==> src/rtl/bt_pkg.sv <==
// Shared types and constants for the Bluetooth TX scheduler.
// The optional header state is only reachable when BT_SCHED_HEADER_EN is defined.
package bt_pkg;

   typedef enum logic [2:0] {
      ST_IDLE,
      ST_HDR,
      ST_SEND,
      ST_GUARD,
      ST_WAIT_TX
   } bt_sched_state_e;

   localparam logic [3:0] BT_HDR_NIBBLE = 4'hA;
   localparam logic [7:0] BT_ERR_MAX    = 8'hFF;

endpackage

==> src/rtl/bt_rr_pick.sv <==
// Combinational round-robin picker: first asserted request searching upward
// from ptr+1 with wrap-around; pick is one-hot, any flags a non-empty request set.
module bt_rr_pick #(
   parameter int NUM_REQ = 4,
   parameter int IW      = 2
) (
   input  logic [NUM_REQ-1:0] req,
   input  logic [IW-1:0]      ptr,
   output logic [NUM_REQ-1:0] pick,
   output logic               any
);

   logic          found;
   logic [IW-1:0] idx;

   always_comb begin
      pick  = '0;
      found = 1'b0;
      idx   = '0;
      // The requester at ptr is visited last, which is what makes it fair.
      for (int k = 1; k <= NUM_REQ; k++) begin
         idx = IW'((int'(ptr) + k) % NUM_REQ);
         if (!found && req[idx]) begin
            pick[idx] = 1'b1;
            found     = 1'b1;
         end
      end
   end

   assign any = |req;

endmodule

==> src/rtl/bt_tx_scheduler.sv <==
// Round-robin packet scheduler sharing one HC-05 UART TX path between requesters.
// Define BT_SCHED_HEADER_EN to prefix each packet with the byte {4'hA, owner}.
module bt_tx_scheduler
   import bt_pkg::*;
#(
   parameter int NUM_REQ = 4,
   parameter int TIMEOUT = 1000
) (
   input  logic                 clock,
   input  logic                 reset,
   input  logic                 bt_state,
   input  logic [NUM_REQ-1:0]   req_valid,
   input  logic [8*NUM_REQ-1:0] req_data,
   input  logic [NUM_REQ-1:0]   req_last,
   output logic [NUM_REQ-1:0]   req_ready,
   output logic [NUM_REQ-1:0]   grant,
   output logic                 tx_start,
   output logic [7:0]           tx_data,
   input  logic                 tx_busy,
   output logic                 timeout_err,
   output logic [7:0]           err_count
);

   localparam int IW = (NUM_REQ > 1) ? $clog2(NUM_REQ) : 1;
   localparam int TW = $clog2(TIMEOUT + 1);

   bt_sched_state_e      state_reg, state_next;
   logic [NUM_REQ-1:0]   grant_reg, grant_next;
   logic [IW-1:0]        g_reg, g_next;
   logic [IW-1:0]        ptr_reg, ptr_next;
   logic                 tx_start_reg, tx_start_next;
   logic [7:0]           tx_data_reg, tx_data_next;
   logic                 last_reg, last_next;
   logic                 drop_reg, drop_next;
   logic [TW-1:0]        stall_reg, stall_next;
   logic                 timeout_reg, timeout_next;
   logic [7:0]           err_reg, err_next;

   logic [NUM_REQ-1:0]   pick;
   logic                 pick_any;
   logic [IW-1:0]        pick_idx;
   logic [7:0]           data_arr [NUM_REQ];
   logic                 sel_valid;
   logic                 sel_last;
   logic [7:0]           sel_data;
   logic                 handshake;

   bt_rr_pick #(
      .NUM_REQ (NUM_REQ),
      .IW      (IW)
   ) u_pick (
      .req  (req_valid),
      .ptr  (ptr_reg),
      .pick (pick),
      .any  (pick_any)
   );

   genvar gi;
   generate
      for (gi = 0; gi < NUM_REQ; gi++) begin : g_data
         assign data_arr[gi] = req_data[8*gi +: 8];
      end
   endgenerate

   always_comb begin
      pick_idx = '0;
      for (int i = 0; i < NUM_REQ; i++) begin
         if (pick[i]) pick_idx = IW'(i);
      end
   end

   assign sel_valid = req_valid[g_reg];
   assign sel_last  = req_last[g_reg];
   assign sel_data  = data_arr[g_reg];

   assign req_ready = (state_reg == ST_SEND) ? (grant_reg & {NUM_REQ{bt_state & ~tx_busy}})
                                             : '0;
   assign handshake = (state_reg == ST_SEND) && sel_valid && bt_state && !tx_busy;

   always_comb begin
      state_next    = state_reg;
      grant_next    = grant_reg;
      g_next        = g_reg;
      ptr_next      = ptr_reg;
      tx_start_next = 1'b0;
      tx_data_next  = tx_data_reg;
      last_next     = last_reg;
      drop_next     = drop_reg;
      stall_next    = stall_reg;
      timeout_next  = 1'b0;
      err_next      = err_reg;

      case (state_reg)
         ST_IDLE: begin
            if (bt_state && pick_any) begin
               grant_next = pick;
               g_next     = pick_idx;
               drop_next  = 1'b0;
`ifdef BT_SCHED_HEADER_EN
               state_next = ST_HDR;
`else
               state_next = ST_SEND;
`endif
            end
         end
`ifdef BT_SCHED_HEADER_EN
         ST_HDR: begin
            if (!bt_state) begin
               ptr_next   = g_reg;
               grant_next = '0;
               state_next = ST_IDLE;
            end else if (!tx_busy) begin
               tx_data_next  = {BT_HDR_NIBBLE, 4'(g_reg)};
               tx_start_next = 1'b1;
               last_next     = 1'b0;
               state_next    = ST_GUARD;
            end
         end
`endif
         ST_SEND: begin
            // A dropped link takes precedence over the stall timer and is not an error.
            if (!bt_state) begin
               ptr_next   = g_reg;
               grant_next = '0;
               stall_next = '0;
               state_next = ST_IDLE;
            end else if (handshake) begin
               tx_data_next  = sel_data;
               tx_start_next = 1'b1;
               last_next     = sel_last;
               stall_next    = '0;
               state_next    = ST_GUARD;
            end else if (!sel_valid) begin
               if (stall_reg == TW'(TIMEOUT - 1)) begin
                  timeout_next = 1'b1;
                  if (err_reg != BT_ERR_MAX) err_next = err_reg + 8'd1;
                  ptr_next     = g_reg;
                  grant_next   = '0;
                  stall_next   = '0;
                  state_next   = ST_IDLE;
               end else begin
                  stall_next = stall_reg + TW'(1);
               end
            end
         end
         ST_GUARD: begin
            if (!bt_state) drop_next = 1'b1;
            state_next = ST_WAIT_TX;
         end
         ST_WAIT_TX: begin
            if (!bt_state) drop_next = 1'b1;
            // A link drop seen during the byte ends the packet once the byte is out.
            if (!tx_busy) begin
               if (last_reg || drop_reg || !bt_state) begin
                  ptr_next   = g_reg;
                  grant_next = '0;
                  state_next = ST_IDLE;
               end else begin
                  state_next = ST_SEND;
               end
            end
         end
         default: begin
            grant_next = '0;
            state_next = ST_IDLE;
         end
      endcase
   end

   always_ff @(posedge clock) begin
      if (reset) begin
         state_reg    <= ST_IDLE;
         grant_reg    <= '0;
         g_reg        <= '0;
         ptr_reg      <= IW'(NUM_REQ - 1);
         tx_start_reg <= 1'b0;
         tx_data_reg  <= 8'h00;
         last_reg     <= 1'b0;
         drop_reg     <= 1'b0;
         stall_reg    <= '0;
         timeout_reg  <= 1'b0;
         err_reg      <= 8'h00;
      end else begin
         state_reg    <= state_next;
         grant_reg    <= grant_next;
         g_reg        <= g_next;
         ptr_reg      <= ptr_next;
         tx_start_reg <= tx_start_next;
         tx_data_reg  <= tx_data_next;
         last_reg     <= last_next;
         drop_reg     <= drop_next;
         stall_reg    <= stall_next;
         timeout_reg  <= timeout_next;
         err_reg      <= err_next;
      end
   end

   assign grant       = grant_reg;
   assign tx_start    = tx_start_reg;
   assign tx_data     = tx_data_reg;
   assign timeout_err = timeout_reg;
   assign err_count   = err_reg;

endmodule

==> config.mk <==
export PLATFORM = sky130hd
export DESIGN_NAME = bt_tx_scheduler
export DESIGN_NICKNAME = d
export VERILOG_FILES = /design/src/rtl/bt_pkg.sv /design/src/rtl/bt_rr_pick.sv /design/src/rtl/bt_tx_scheduler.sv
export SDC_FILE = /design/constraint.sdc
export NUM_CORES = 1
export LEC_CHECK = 0
export ABC_AREA = 1
export BUFFER_PORTS_ARGS = -buffer_cell sky130_fd_sc_hd__buf_2
export CELL_PAD_IN_SITES_DETAIL_PLACEMENT = 1
export CELL_PAD_IN_SITES_GLOBAL_PLACEMENT = 1
export CORE_UTILIZATION = 36
export CTS_CLUSTER_DIAMETER = 100
export DETAILED_ROUTE_END_ITERATION = 8
export PLACE_DENSITY = 0.82
export SLEW_MARGIN = 0
export SYNTH_ARGS = -nofsm -noshare
export SYNTH_HDL_FRONTEND = slang
export SYNTH_SLANG_ARGS = --single-unit
==> constraint.sdc <==
create_clock -name clock -period 2.73 [get_ports clock]
set_clock_uncertainty 0.2 [all_clocks]
set_input_delay 0.546 -clock clock [delete_from_list [all_inputs] [get_ports clock]]
set_output_delay 0.546 -clock clock [all_outputs]
set_load 0.02 [all_outputs]
==> impl_metrics.json, run 1 <==
{
  "p_int_w": 0.000980,
  "vias": 2885,
  "synth_seq_area_share_pct": 31.1,
  "netlist.area_leader.share_pct": 31.1,
  "fin_crit_ps": 2360,
  "drc": 0,
  "clkLatencyLatePin_ps": 300,
  "clk_pin_slew_worst_paths_ps": 80,
  "startpoint": "ptr_reg[1]",
  "grt_use_total_pct": 21.2,
  "period_share_pct": 86.4,
  "wire_per_inst_microns": 13.5,
  "antenna_found_initial": 0,
  "cts_hold_buf": 0,
  "ant_nets": 0,
  "setup-tns-final_ps": 0,
  "setup_viol": 0,
  "total_power_w": 0.00152,
  "ys_types": 30,
  "holdWs_ps": 262,
  "rr_startpoint": "ptr_reg[1]",
  "cp.arrival_ps": 2390,
  "dr.pass1.iters": 4,
  "status": "finished, final reports clean",
  "slew_headroom_pct": 63.3,
  "grt_max_degree": 21,
  "initial_core_util_pct": 38.0,
  "drv_slew": 0,
  "leakage_nw": 1.53,
  "rsz0062_at_grt": "false",
  "grt_pass1_vias": 2822,
  "coreArea_sq_um": 6940,
  "worstPathRequired_ps": 2760,
  "cts_buffers": 5,
  "yosysWarningCount": 0,
  "fin_nets": 539,
  "pwr-share-clk_pct": 27.9,
  "r2r_cells": 11,
  "yosys.area.top_type": "dfxtp_1",
  "syn_avg_cell_area_sq_um": 6.36,
  "synth_most_common_cell": "nand2_1",
  "synth_ff_type": "dfxtp_1",
  "cts-resized-gates": 0,
  "postCtsSetupRepairBufs": 0,
  "r2r_slack_ps": 370,
  "clockBufferDepth": 2,
  "worstHoldPathType": "reg -> reg",
  "syn_area_sq_um": 2640,
  "place_congestion": 0.898,
  "fin_ws_ps": 371,
  "worstSetupEndpointType": "flop",
  "drive_gt1_share_pct": 21.0,
  "viasPerCell": 4.96,
  "die_w_microns": 87.6,
  "fill_cells": 981,
  "first_iter_violations": 65,
  "cts_max_level": 2,
  "cp-endpoint": "grant[3]",
  "crit_fanout": 8,
  "wirelength_mm": 7.84,
  "swShare_pct": 35.6,
  "synthTopCellsByArea": "dfxtp_1 (31%), nand2_1 (14%), nor2_1 (9.5%), nand3_1 (8.0%), o21ai_0 (6.6%)",
  "clock-sinks": 41,
  "hold_viol_final": 0,
  "switchingPower_w": 0.000543,
  "critPathLaunchType": "flop",
  "worstSetupPathType": "reg -> reg",
  "min_path_cells": 2,
  "maxCapViolations": 0,
  "combPwrFrac_pct": 29.6,
  "synthTopCellsByCount": "nand2_1 (95), nor2_1 (67), nand3_1 (42)",
  "p_per_area_nw_per_um2": 480,
  "grt_pass1_wl_mm": 12.8,
  "synth-edff-count": 0,
  "die_area_sq_um": 7680,
  "cts_root_buf": "clkbuf_8",
  "worst_pin_slew_ps": 548,
  "synth_nets": 469,
  "dp_slack_ps": 389,
  "ys_seq_elements": 41,
  "syn_inst": 415,
  "row_count": 30,
  "ys_async_sr_fraction_pct": 0,
  "largest_reg_flops": 10,
  "syn2layout_area_growth_pct": 20.3,
  "cts_tree": "yes",
  "p_seq_share_pct": 42.6,
  "io_buffer_count": 69,
  "ir_worst_vdd_v": 0.000159,
  "ios": 70,
  "r2r_end": "grant[3]",
  "hpwlAfterDp_mm": 6.15,
  "max_freq_mhz": 424,
  "antenna_cells": 0,
  "grt_overflow": 0,
  "die_h_microns": 87.6
}
==> metrics by stage <==
stage | util, % | instances | cell area (sq um)
after floorplan | - | 415 | 2640
after global placement | 44.3 | 574 | 3080
after detailed placement | 44.3 | 574 | 3080
after CTS | 45.7 | 582 | 3170
after global routing | 45.7 | 582 | 3170
final | 45.7 | 582 | 3170
==> layout make-up <==
class | instances | area [sq um] | area share (%)
multi-input combinational | 319 | 1590 | 50.2
sequential | 41 | 821 | 25.9
timing repair buffer | 73 | 375 | 11.8
inverter | 45 | 169 | 5.32
tap | 96 | 120 | 3.78
clock buffer | 6 | 82.6 | 2.60
clock inverter | 2 | 13.8 | 0.434
==> routing by layer <==
| metal | share of wire (%) | track usage (%) | wire length [microns] | vias up |
|---|---|---|---|---|
| li1 | - | - | - | 1489 |
| met1 | 46 | 25.8 | 3610 | 1327 |
| met2 | 49 | 38.8 | 3850 | 58 |
| met3 | 3.2 | 3.02 | 249 | 11 |
| met4 | 1.6 | 6.26 | 129 | 0 |
| met5 | 0 | 0 | 0 | - |
==> how the worst min path moves through the flow <==
| stage | from | to | slack, ps |
|---|---|---|---|
| after floorplan | last_reg | last_reg | 230 |
| after global placement | last_reg | last_reg | 260 |
| after detailed placement | last_reg | last_reg | 270 |
| after CTS | last_reg | last_reg | 270 |
| after global routing | last_reg | last_reg | 290 |
| final | last_reg | last_reg | 260 |
==> worst max-delay path, cell delays in order (launching register included) <==
cell and delay, ps:
dfxtp_1 500, inv_1 210, ha_1 360, inv_1 100, nand3_2 140, nand2_2 140, nand2_2 70, nor2_2 170
nand2_1 70, nand3_1 120, nand2_1 70, a21oi_1 140
==> layout by cell type, fill, tap and decap left out, types with 3 or more instances in the layout <==
| master | count |
|---|---|
| nand2_2 | 4 |
| clkbuf_8 | 6 |
| nand2_1 | 95 |
| inv_2 | 5 |
| buf_4 | 4 |
| nor2_2 | 3 |
| a21oi_1 | 21 |
| a31oi_1 | 8 |
| dfxtp_1 | 41 |
| inv_1 | 40 |
| xor2_1 | 5 |
| ha_1 | 10 |
| nor3_1 | 5 |
| nand3_2 | 3 |
| nand3_1 | 42 |
| nand4_1 | 3 |
| nor2_1 | 67 |
| o21ai_0 | 35 |
| buf_2 | 69 |
| nand3b_1 | 4 |
==> cell families after synthesis <==
kind of cell	count (synthesis)	synth area share, %
and+or+nand+nor	232	39.0
xor gates and xnor gates	7	2.32
buffers and inverters	55	8.54
AOI/OAI and AO/OA	70	14.3
DFF	41	31.1
adders and majority gates	10	4.74
==> power groups by stage <==
stage | clock network [W] | logic [W] | registers [W]
CTS | 0.000439 | 0.000454 | 0.000648
global placement | 0 | 0.000436 | 0.000661
detailed placement | 0 | 0.000451 | 0.000662
global route | 0.000461 | 0.000511 | 0.000653
finish | 0.000425 | 0.000450 | 0.000648
floorplan | 0 | 0.000306 | 0.000672
No activity file was read; power rests on OpenSTA's default activity.
==> run 2: changes to the inputs <==
Settings changed: CORE_UTILIZATION 36 to 37, PLACE_DENSITY 0.82 to 0.83, SYNTH_HIERARCHICAL set to 1.
==> run 2 against run 1 <==
  * Sequential power rose by 1%
  * Largest power group unchanged
  * Non-clock buffer count increased by 1
  * Sequential cell count unchanged
  * Via count rose by 10%
  * Global-route usage grew 1.1 points
  * First-iteration DRC count is 14% higher
  * Die area increased by 4.2%
  * Cell area grew 6.9%
  * Maximum frequency increased by 1.3%
  * Combinational power increased by 16%
  * Register-to-register slack better by 30 ps
  * Clock-buffer cell count stayed put
==> impl_metrics.json, run 2 <==
{
  "status": "finished, final reports clean",
  "place_congestion": 0.821,
  "syn_avg_cell_area_sq_um": 6.22,
  "clk_pin_slew_worst_paths_ps": 90,
  "rsz0062_at_grt": "false",
  "worstPathRequired_ps": 2720,
  "ios": 70,
  "worstSetupEndpointType": "flop",
  "swShare_pct": 35.8,
  "worstHoldPathType": "reg -> reg",
  "drive_gt1_share_pct": 20.6,
  "fin_nets": 578,
  "synth_ff_type": "dfxtp_1",
  "switchingPower_w": 0.000602,
  "synth_nets": 509,
  "cp.arrival_ps": 2320,
  "syn_inst": 455,
  "critPathMostFrequentCell": "inv_1",
  "combPwrFrac_pct": 30.9,
  "setup-tns-final_ps": 0,
  "ant_nets": 0,
  "coreArea_sq_um": 7330,
  "fill_cells": 1055,
  "grt_max_degree": 24,
  "rr_startpoint": "ptr_reg[1]",
  "maxCapViolations": 0,
  "dr.pass1.iters": 4,
  "initial_core_util_pct": 38.6,
  "antenna_cells": 0,
  "p_int_w": 0.00108,
  "startpoint": "ptr_reg[1]",
  "antenna_found_initial": 0,
  "fin_crit_ps": 2330,
  "p_per_area_nw_per_um2": 495,
  "r2r_cells": 12,
  "largest_reg_flops": 10,
  "p_seq_share_pct": 39.0,
  "r2r_slack_ps": 400,
  "grt_use_total_pct": 22.3,
  "path_cells": "inv_1 > ha_1 > inv_1 > nand3_2 > nand2_4 > nand2_4 > nor2_4 > nand2_1 > nand3_1 > inv_1 > a211oi_1 > nor2_1",
  "clock-sinks": 41,
  "worst_pin_slew_ps": 425,
  "hold_viol_final": 0,
  "vias": 3175,
  "pwr-share-clk_pct": 30.1,
  "worstSetupPathType": "reg -> reg",
  "die_area_sq_um": 8000,
  "synth_seq_area_share_pct": 29.0,
  "r2r_end": "g_reg[0]",
  "critical-path-slowest-cell": "ha_1",
  "die_h_microns": 89.4,
  "die_w_microns": 89.4,
  "max_freq_mhz": 430,
  "leakage_nw": 1.68,
  "synth-edff-count": 0,
  "viasPerCell": 5.09,
  "row_count": 31,
  "first_iter_violations": 74,
  "wire_per_inst_microns": 13.6,
  "yosysWarningCount": 6,
  "cts_tree": "yes",
  "synthTopCellsByArea": "dfxtp_1 (29%), nand2_1 (14%), nor2_1 (10%), nand3_1 (9.7%), inv_1 (6.1%)",
  "ys_seq_elements": 41,
  "multi_input_area_sq_um": 1750,
  "io_buffer_count": 69,
  "wirelength_mm": 8.48,
  "cts_root_buf": "clkbuf_8",
  "grt_pass1_vias": 3194,
  "synthTopCellsByCount": "nand2_1 (104), nor2_1 (78), nand3_1 (55)",
  "cts_max_level": 2,
  "ir_worst_vdd_v": 0.000217,
  "grt_pass1_wl_mm": 14.1,
  "hpwlAfterDp_mm": 6.56,
  "slew_headroom_pct": 71.5,
  "drc": 0,
  "cts-resized-gates": 0,
  "cp-endpoint": "g_reg[0]",
  "layout_common_cells": "nand2_1 (104), nor2_1 (78), buf_2 (69)",
  "grt_overflow": 0,
  "syn2layout_area_growth_pct": 19.9,
  "critPathLaunchType": "flop",
  "clkLatencyLatePin_ps": 300,
  "netlist.area_leader.share_pct": 29.0,
  "holdWs_ps": 307,
  "postCtsSetupRepairBufs": 0,
  "clockBufferDepth": 2,
  "yosys.area.top_type": "dfxtp_1",
  "ys_types": 32,
  "period_share_pct": 85.3,
  "cts_hold_buf": 0,
  "critical_path.max_stage_delay_ps": 360,
  "ys_async_sr_fraction_pct": 0,
  "final_common_cell": "nand2_1",
  "cts_buffers": 5,
  "seq_area_sq_um": 821,
  "setup_viol": 0,
  "drv_slew": 0,
  "crit_fanout": 7,
  "synth_most_common_cell": "nand2_1",
  "syn_area_sq_um": 2830
}
-- run 2: kinds of logic after synthesis --
group | synth area share, %
AOI/OAI and AO/OA | 11.9
and+or+nand+nor | 43.7
buffers and inverters | 9.07
DFF | 29.0
adders and majority gates | 4.42
xor gates and xnor gates | 1.86
-- run 2: cell type report --
class	count	area share, %
Timing Repair Buffer	74	11.3
Multi-Input combinational cell	348	51.6
Tap cell	99	3.65
Clock buffer	6	2.14
Clock inverter	2	1.14
Inverter	54	5.97
Sequential cell	41	24.2
-- run 2: how the worst min path moves through the flow --
stage                     startpoint        to  cells after the start
after floorplan             drop_reg  drop_reg                      1
after global placement      drop_reg  drop_reg                      1
after detailed placement    drop_reg  drop_reg                      1
after CTS                   drop_reg  drop_reg                      1
after global routing        drop_reg  drop_reg                      1
final                       grant[0]  grant[0]                      2
-- run 2: per-stage QoR --
step	cells	utilization, %	setup slack [ps]	instance area [sq um]	power (W)
6_report	624	46.3	402	3390	0.00168
5_1_grt	624	46.3	204	3390	0.00179
4_1_cts	624	46.3	372	3390	0.00170
3_5_place_dp	616	44.8	399	3280	0.00119
3_3_place_gp	616	44.8	441	3280	0.00117
2_1_floorplan	455	-	478	2830	0.00104
-- run 2: power groups by stage --
stage	combinational, W	clock [W]	sequential [W]
2_1_floorplan	0.000351	0	0.000686
3_3_place_gp	0.000499	0	0.000667
3_5_place_dp	0.000523	0	0.000669
4_1_cts	0.000525	0.000517	0.000655
5_1_grt	0.000588	0.000542	0.000660
6_report	0.000520	0.000506	0.000655
-- run 2: metal layers --
layer / vias up / GRT usage [%] / wire length (microns)
li1: 1610 / - / -
met1: 1500 / 26.2 / 3880
met2: 58 / 42.4 / 4260
met3: 7 / 4.25 / 285
met4: 0 / 3.90 / 65
met5: - / 0 / 0
-- run 2: worst max-delay path: cells and delay by family (launching register included) --
kind	cells	cell delay, ps
DFF	1	350
buffers and inverters	3	280
and+or+nand+nor	7	730
AOI/OAI and AO/OA	1	290
adders and majority gates	1	360
